<file path="config.mk">
export PLATFORM = sky130hd
export DESIGN_NAME = rotate_arbiter_flat
export DESIGN_NICKNAME = d
export VERILOG_FILES = /design/src/rtl/rot_arb_pkg.sv /design/src/rtl/rotate_arbiter_if.sv /design/src/rtl/rotr8.sv /design/src/rtl/rotate_arbiter.sv /design/src/flat_wrapper.sv
export SDC_FILE = /design/constraint.sdc
export NUM_CORES = 1
export LEC_CHECK = 0
export ABC_AREA = 1
export BUFFER_PORTS_ARGS = -buffer_cell sky130_fd_sc_hd__buf_2
export CAP_MARGIN = 20
export CORE_ASPECT_RATIO = 1.25
export CORE_UTILIZATION = 47
export DETAILED_ROUTE_END_ITERATION = 7
export PLACE_DENSITY_LB_ADDON = 0.12
export SYNTH_ARGS = -nofsm -noshare
export SYNTH_HDL_FRONTEND = slang
export SYNTH_SLANG_ARGS = --single-unit
</file>
<file path="constraint.sdc">
create_clock -name clk -period 1.9 [get_ports clk]
set_input_delay 0.095 -clock clk [delete_from_list [all_inputs] [get_ports clk]]
set_output_delay 0.095 -clock clk [all_outputs]
set_load 0.01 [all_outputs]
</file>
<file path="src/rtl/rot_arb_pkg.sv">
// Shared widths and types for the two-requester rotate-right arbiter.
package rot_arb_pkg;

   localparam int DATA_W  = 8;
   localparam int SHAMT_W = 3;

   // Index of a requester (0 or 1).
   typedef logic req_id_t;

   // Occupancy of the single response slot.
   typedef enum logic {
      EMPTY = 1'b0,
      FULL  = 1'b1
   } slot_state_t;

endpackage : rot_arb_pkg

</file>
<file path="src/rtl/rotate_arbiter_if.sv">
// Bundle of both requester ports and the response port.
// The slave modport is the arbiter; the master modport drives the
// requesters and consumes the response.
interface rotate_arbiter_if;
   import rot_arb_pkg::*;

   logic                req0_valid;
   logic                req0_ready;
   logic [DATA_W-1:0]   req0_d_in;
   logic [SHAMT_W-1:0]  req0_n_bits;

   logic                req1_valid;
   logic                req1_ready;
   logic [DATA_W-1:0]   req1_d_in;
   logic [SHAMT_W-1:0]  req1_n_bits;

   logic                rsp_valid;
   logic                rsp_ready;
   logic [DATA_W-1:0]   rsp_d_out;
   req_id_t             rsp_id;

   modport slave (
      input  req0_valid, req0_d_in, req0_n_bits,
      input  req1_valid, req1_d_in, req1_n_bits,
      input  rsp_ready,
      output req0_ready, req1_ready,
      output rsp_valid, rsp_d_out, rsp_id
   );

   modport master (
      output req0_valid, req0_d_in, req0_n_bits,
      output req1_valid, req1_d_in, req1_n_bits,
      output rsp_ready,
      input  req0_ready, req1_ready,
      input  rsp_valid, rsp_d_out, rsp_id
   );

endinterface : rotate_arbiter_if

</file>
<file path="src/rtl/rotr8.sv">
// Combinational 8-bit rotate right as a 1/2/4 log shifter.
module rotr8
   import rot_arb_pkg::*;
(
   input  logic [DATA_W-1:0]  d_in,
   input  logic [SHAMT_W-1:0] n_bits,
   output logic [DATA_W-1:0]  d_out
);

   logic [DATA_W-1:0] stage1;
   logic [DATA_W-1:0] stage2;

   // Each stage rotates by its power of two when the matching amount bit is set.
   always_comb begin
      stage1 = d_in;
      stage2 = d_in;
      d_out  = d_in;
      if (n_bits[0]) begin
         stage1 = {d_in[0], d_in[7:1]};
      end else begin
         stage1 = d_in;
      end
      if (n_bits[1]) begin
         stage2 = {stage1[1:0], stage1[7:2]};
      end else begin
         stage2 = stage1;
      end
      if (n_bits[2]) begin
         d_out = {stage2[3:0], stage2[7:4]};
      end else begin
         d_out = stage2;
      end
   end

endmodule : rotr8

</file>
<file path="src/rtl/rotate_arbiter.sv">
// Round-robin arbiter sharing one rotate-right datapath between two
// requesters, feeding a single registered response slot.
module rotate_arbiter
   import rot_arb_pkg::*;
(
   input  logic             clk,
   input  logic             rst,
   rotate_arbiter_if.slave  bus
);

   slot_state_t        state_q;
   slot_state_t        state_d;
   req_id_t            last_grant_q;
   req_id_t            last_grant_d;
   logic [DATA_W-1:0]  rsp_data_q;
   logic [DATA_W-1:0]  rsp_data_d;
   req_id_t            rsp_id_q;
   req_id_t            rsp_id_d;

   logic               load;
   logic               grant_vld;
   req_id_t            grant_id;
   logic               accept;
   logic [DATA_W-1:0]  op_data;
   logic [SHAMT_W-1:0] op_shamt;
   logic [DATA_W-1:0]  rot_data;

   // Pick the requester: a sole requester wins, a tie goes to the one not granted last.
   // No grant is possible while reset is asserted.
   always_comb begin
      grant_vld = 1'b0;
      grant_id  = 1'b0;
      if (bus.req0_valid && bus.req1_valid) begin
         grant_vld = 1'b1;
         grant_id  = ~last_grant_q;
      end else if (bus.req0_valid) begin
         grant_vld = 1'b1;
         grant_id  = 1'b0;
      end else if (bus.req1_valid) begin
         grant_vld = 1'b1;
         grant_id  = 1'b1;
      end else begin
         grant_vld = 1'b0;
         grant_id  = 1'b0;
      end
      load   = !rst && ((state_q == EMPTY) || bus.rsp_ready);
      accept = load && grant_vld;
   end

   // Steer the granted operand into the shared rotator.
   always_comb begin
      op_data  = bus.req0_d_in;
      op_shamt = bus.req0_n_bits;
      if (grant_id == 1'b1) begin
         op_data  = bus.req1_d_in;
         op_shamt = bus.req1_n_bits;
      end else begin
         op_data  = bus.req0_d_in;
         op_shamt = bus.req0_n_bits;
      end
   end

   rotr8 u_rotr8 (
      .d_in   (op_data),
      .n_bits (op_shamt),
      .d_out  (rot_data)
   );

   // Slot next-state, captured result and round-robin pointer.
   always_comb begin
      state_d      = state_q;
      rsp_data_d   = rsp_data_q;
      rsp_id_d     = rsp_id_q;
      last_grant_d = last_grant_q;
      case (state_q)
         EMPTY: begin
            if (accept) begin
               state_d = FULL;
            end else begin
               state_d = EMPTY;
            end
         end
         FULL: begin
            if (bus.rsp_ready && !accept) begin
               state_d = EMPTY;
            end else begin
               state_d = FULL;
            end
         end
         default: begin
            state_d = EMPTY;
         end
      endcase
      if (accept) begin
         rsp_data_d   = rot_data;
         rsp_id_d     = grant_id;
         last_grant_d = grant_id;
      end else begin
         rsp_data_d   = rsp_data_q;
         rsp_id_d     = rsp_id_q;
         last_grant_d = last_grant_q;
      end
   end

   // State registers; reset empties the slot and lets requester 0 win the first tie.
   always_ff @(posedge clk or posedge rst) begin
      if (rst) begin
         state_q      <= EMPTY;
         rsp_data_q   <= 8'h00;
         rsp_id_q     <= 1'b0;
         last_grant_q <= 1'b1;
      end else begin
         state_q      <= state_d;
         rsp_data_q   <= rsp_data_d;
         rsp_id_q     <= rsp_id_d;
         last_grant_q <= last_grant_d;
      end
   end

   assign bus.req0_ready = accept && (grant_id == 1'b0);
   assign bus.req1_ready = accept && (grant_id == 1'b1);
   assign bus.rsp_valid  = (state_q == FULL);
   assign bus.rsp_d_out  = rsp_data_q;
   assign bus.rsp_id     = rsp_id_q;

endmodule : rotate_arbiter

</file>
<file path="src/flat_wrapper.sv">
// flat-port wrapper written by rule: the top's interface ports become plain ports
module rotate_arbiter_flat import rot_arb_pkg::*;
  (clk, rst, bus_req0_valid, bus_req0_d_in, bus_req0_n_bits, bus_req1_valid, bus_req1_d_in, bus_req1_n_bits, bus_rsp_ready, bus_req0_ready, bus_req1_ready, bus_rsp_valid, bus_rsp_d_out, bus_rsp_id);
  rotate_arbiter_if bus_i ();
  input  logic clk;
  input  logic rst;
  input wire logic [$bits(bus_i.req0_valid)-1:0] bus_req0_valid;
  input wire logic [$bits(bus_i.req0_d_in)-1:0] bus_req0_d_in;
  input wire logic [$bits(bus_i.req0_n_bits)-1:0] bus_req0_n_bits;
  input wire logic [$bits(bus_i.req1_valid)-1:0] bus_req1_valid;
  input wire logic [$bits(bus_i.req1_d_in)-1:0] bus_req1_d_in;
  input wire logic [$bits(bus_i.req1_n_bits)-1:0] bus_req1_n_bits;
  input wire logic [$bits(bus_i.rsp_ready)-1:0] bus_rsp_ready;
  output wire logic [$bits(bus_i.req0_ready)-1:0] bus_req0_ready;
  output wire logic [$bits(bus_i.req1_ready)-1:0] bus_req1_ready;
  output wire logic [$bits(bus_i.rsp_valid)-1:0] bus_rsp_valid;
  output wire logic [$bits(bus_i.rsp_d_out)-1:0] bus_rsp_d_out;
  output wire logic [$bits(bus_i.rsp_id)-1:0] bus_rsp_id;
  assign bus_i.req0_valid = bus_req0_valid;
  assign bus_i.req0_d_in = bus_req0_d_in;
  assign bus_i.req0_n_bits = bus_req0_n_bits;
  assign bus_i.req1_valid = bus_req1_valid;
  assign bus_i.req1_d_in = bus_req1_d_in;
  assign bus_i.req1_n_bits = bus_req1_n_bits;
  assign bus_i.rsp_ready = bus_rsp_ready;
  assign bus_req0_ready = bus_i.req0_ready;
  assign bus_req1_ready = bus_i.req1_ready;
  assign bus_rsp_valid = bus_i.rsp_valid;
  assign bus_rsp_d_out = bus_i.rsp_d_out;
  assign bus_rsp_id = bus_i.rsp_id;
  rotate_arbiter u_core (.clk(clk), .rst(rst), .bus(bus_i));
endmodule
</file>
==> flow_summary.toml <==
[run_status]
outcome = "complete, no violations"

[layout]
area_overhead_of_the_layout_relative_to_synthesis_pct = 27.4
antenna-diode-count = 0
share_of_post_route_cells_with_drive_strength_above_1 = 0.328
nets = 229
final.fill_count = 180

[logic_synthesis]
yosys_warnings = 0
yosys_most_used_dff = "sky130_fd_sc_hd__dfrtp_1"
synth_top_area_share = 0.260
synth-async-reset-ratio = 1.00
synth.avg_cell_area_um2 = 6.10
ys_seq_elements = 11
post-synth-top-count-cell = "sky130_fd_sc_hd__nand3_1"
synth_enable_flop_cells = 0
syn-cell-area_um2 = 963
synth_sequential_area_ratio = 0.287
synthTopCellsByArea = "sky130_fd_sc_hd__dfrtp_1 (26%), sky130_fd_sc_hd__nand3_1 (25%), sky130_fd_sc_hd__nand2_1 (19%)"
cell_types_with_the_highest_counts_after_synthesis = "sky130_fd_sc_hd__nand3_1 (49), sky130_fd_sc_hd__nand2_1 (48), sky130_fd_sc_hd__inv_1 (22), sky130_fd_sc_hd__nand2_2 (11), sky130_fd_sc_hd__dfrtp_1 (10)"
yosysUniqueCellTypes = 18
mappedNetlistNets = 185
syn-instance-count = 158
yosysTopAreaCell = "sky130_fd_sc_hd__dfrtp_1"

[floorplan]
initial_utilization = 0.521
floorplan.io_pins = 39
die_w_um = 42.5
core-area_um2 = 1850
rows = 17
fp.dieH_um = 52.6
die-area_um2 = 2240

[cts]
cts_buffers = 3
cts_tree = "done"
clk_latency_ps = 260
cts.path.max_buffers = 2
clockRootBuffer = "sky130_fd_sc_hd__clkbuf_4"
cts_sinks = 11
cts.reportedPaths.clkPinSlew_ps = 70
htree_levels = 1

[worst_hold_path]
hp-class = "in -> reg"

[timing]
post-route-min-period_ps = 1750
worst_slew_pin_slew_ps = 400
rsz0062_at_grt = "no"
final.setup.tns_ps = 0
timing_hold_violations_final = 0
timing.max_slew.rel_slack = 0.733
fin_worst_hold_slack_ps = 42.5
final-setup-viol-count = 0
clock.fmax_mhz = 570
min_period_over_period = 0.924
timing.final.max_slew_violations = 0
clock_skew_ps = 2.90

[critical_path]
worst_setup_path_end_kind = "output port"
max_stage_delay_ps = 380
crit_arrival_ps = 1660
cp_cell_sequence = "inv_1 -> nor2_1 -> nor2_2 -> clkinvlp_4 -> nor2_1 -> buf_2"
critPathMostFrequentCell = "sky130_fd_sc_hd__nor2_1"
worst-endpoint-required_ps = 1800
cell_with_the_largest_stage_delay_on_the_worst_path = "sky130_fd_sc_hd__dfrtp_1"
critPathKind = "reg -> out"
critical_path_peak_fanout = 9
critical_path.startpoint_type = "flop"

[drt]
drt_drc_violations_left = 0
route.detailed.vias_per_inst = 4.88
route.final.wire_length_um = 2160
number_of_optimization_iterations_in_the_first_detailed_route_pass = 4
antenna_violating_nets_post_route = 0
drt_first_iter_violations = 18
detailroute.via_count = 1074
drt-wirelength-per-cell_um = 9.80

[power_and_ir_drop]
p_per_area_nw_per_um2 = 700
cell_internal_pwr_uw = 522
power.share.clock = 0.181
pwr-share-seq = 0.364
power_leakage_uw = 0.000748
share_comb_of_total_power = 0.456
switching_share = 0.393
vdd_ir_drop_max_mv = 0.292
power_switching_uw = 338

[global_route]
grt_antenna_before_repair = 0
grt_pass1_vias = 907
grt-ovfl-total = 0
largest_net_degree_at_the_start_of_global_routing = 16
grt_pass1_wl_um = 3670
track_usage = 0.211

[placed_design]
io_buffer_count = 38
detailedPlacementHpwl_um = 1790
place.gp.congestion = 0.917

[run]
max_cap_viol_count = 0
[sequential cells by signal, summed over array words and instances, names as in the netlist]
name and count:
u_core.bus.rsp_d_out 8, u_core.last_grant_q 1, u_core.bus.rsp_id 1, u_core.bus.rsp_valid 1
[repair_timing]
item / CTS / global route
setup buffers: 0 / 2
hold endpoints to repair: 10 / 0
gates resized for setup: 0 / 2
setup endpoints to repair: 0 / 8
hold buffers: 1 / 0
[power by group through the flow]
stage	sequential, uW	combinational (uW)	clock, uW
floorplan	342	241	0
global placement	315	377	0
detailed placement	318	382	0
CTS	313	385	163
global route	319	443	169
finish	312	391	155
[metrics by stage]
stage / setup slack (ps) / cell area, um^2 / instances / total power (uW) / util
floorplan: 454 / 963 / 158 / 583 / -
global placement: 228 / 1170 / 213 / 692 / 0.630
detailed placement: 169 / 1170 / 213 / 700 / 0.630
CTS: 104 / 1200 / 218 / 861 / 0.650
global route: 38.8 / 1230 / 220 / 930 / 0.663
finish: 145 / 1230 / 220 / 859 / 0.663
[area by class of cell]
type                       instances  area, um^2  share of cell area
multi-input combinational        118         569               0.464
sequential                        11         277               0.225
timing repair buffer              43         230               0.188
inverter                          25         100              0.0815
tap                               19        23.8              0.0194
clock buffer                       3        22.5              0.0183
clock inverter                     1        5.00             0.00408
[cells in the final DEF (no fill, tap or decap)]
cell                             n
sky130_fd_sc_hd__nand2_2        10
sky130_fd_sc_hd__o21ai_1         1
sky130_fd_sc_hd__nand2_4         1
sky130_fd_sc_hd__or2_1           1
sky130_fd_sc_hd__nor2_2          1
sky130_fd_sc_hd__nand3_1        49
sky130_fd_sc_hd__clkinv_2        1
sky130_fd_sc_hd__nor2_1          3
sky130_fd_sc_hd__nand3b_2        1
sky130_fd_sc_hd__buf_2          38
sky130_fd_sc_hd__clkinvlp_4      1
sky130_fd_sc_hd__o21ai_2         1
sky130_fd_sc_hd__dlygate4sd3_1   1
sky130_fd_sc_hd__clkbuf_4        3
sky130_fd_sc_hd__inv_1          21
sky130_fd_sc_hd__inv_4           1
sky130_fd_sc_hd__inv_2           2
sky130_fd_sc_hd__nand2_1        48
sky130_fd_sc_hd__o21ai_0         1
sky130_fd_sc_hd__o21ai_4         1
sky130_fd_sc_hd__buf_4           4
sky130_fd_sc_hd__dfrtp_1        10
sky130_fd_sc_hd__dfstp_2         1
[final timing paths]
path / to / cells past startpoint / slack (ps) / from
max in group asynchronous: u_core.last_grant_q / 4 / 1310 / rst
worst max register to register: u_core.bus.rsp_d_out[1] / 9 / 230 / u_core.last_grant_q
worst min register to register: u_core.bus.rsp_d_out[6] / 2 / 470 / u_core.bus.rsp_d_out[6]
min in group asynchronous: u_core.bus.rsp_id / 4 / 370 / rst
worst min-delay path: u_core.bus.rsp_valid / 2 / 40 / bus_rsp_ready
worst max-delay path: bus_req1_ready / 6 / 150 / u_core.bus.rsp_valid
[layer usage]
metal / share of wire / vias up / GRT usage
met5: 0 / - / 0
met4: 0.017 / 0 / 0.125
met3: 0.039 / 4 / 0.0138
met2: 0.50 / 37 / 0.374
met1: 0.45 / 446 / 0.247
li1: - / 587 / -
[worst max-delay path, delay by kind of cell, from the launching register on]
family | cells | cell delay [ps]
simple gates | 3 | 560
buf+inv | 3 | 460
flops | 1 | 380
[cell families after synthesis]
kind of cell	count (synthesis)	synth area share
buffers and inverters	29	0.127
AO/OA/AOI/OAI	4	0.0364
flip-flops	11	0.287
AND/OR/NAND/NOR	114	0.549
No activity file was read; power rests on OpenSTA's default activity.
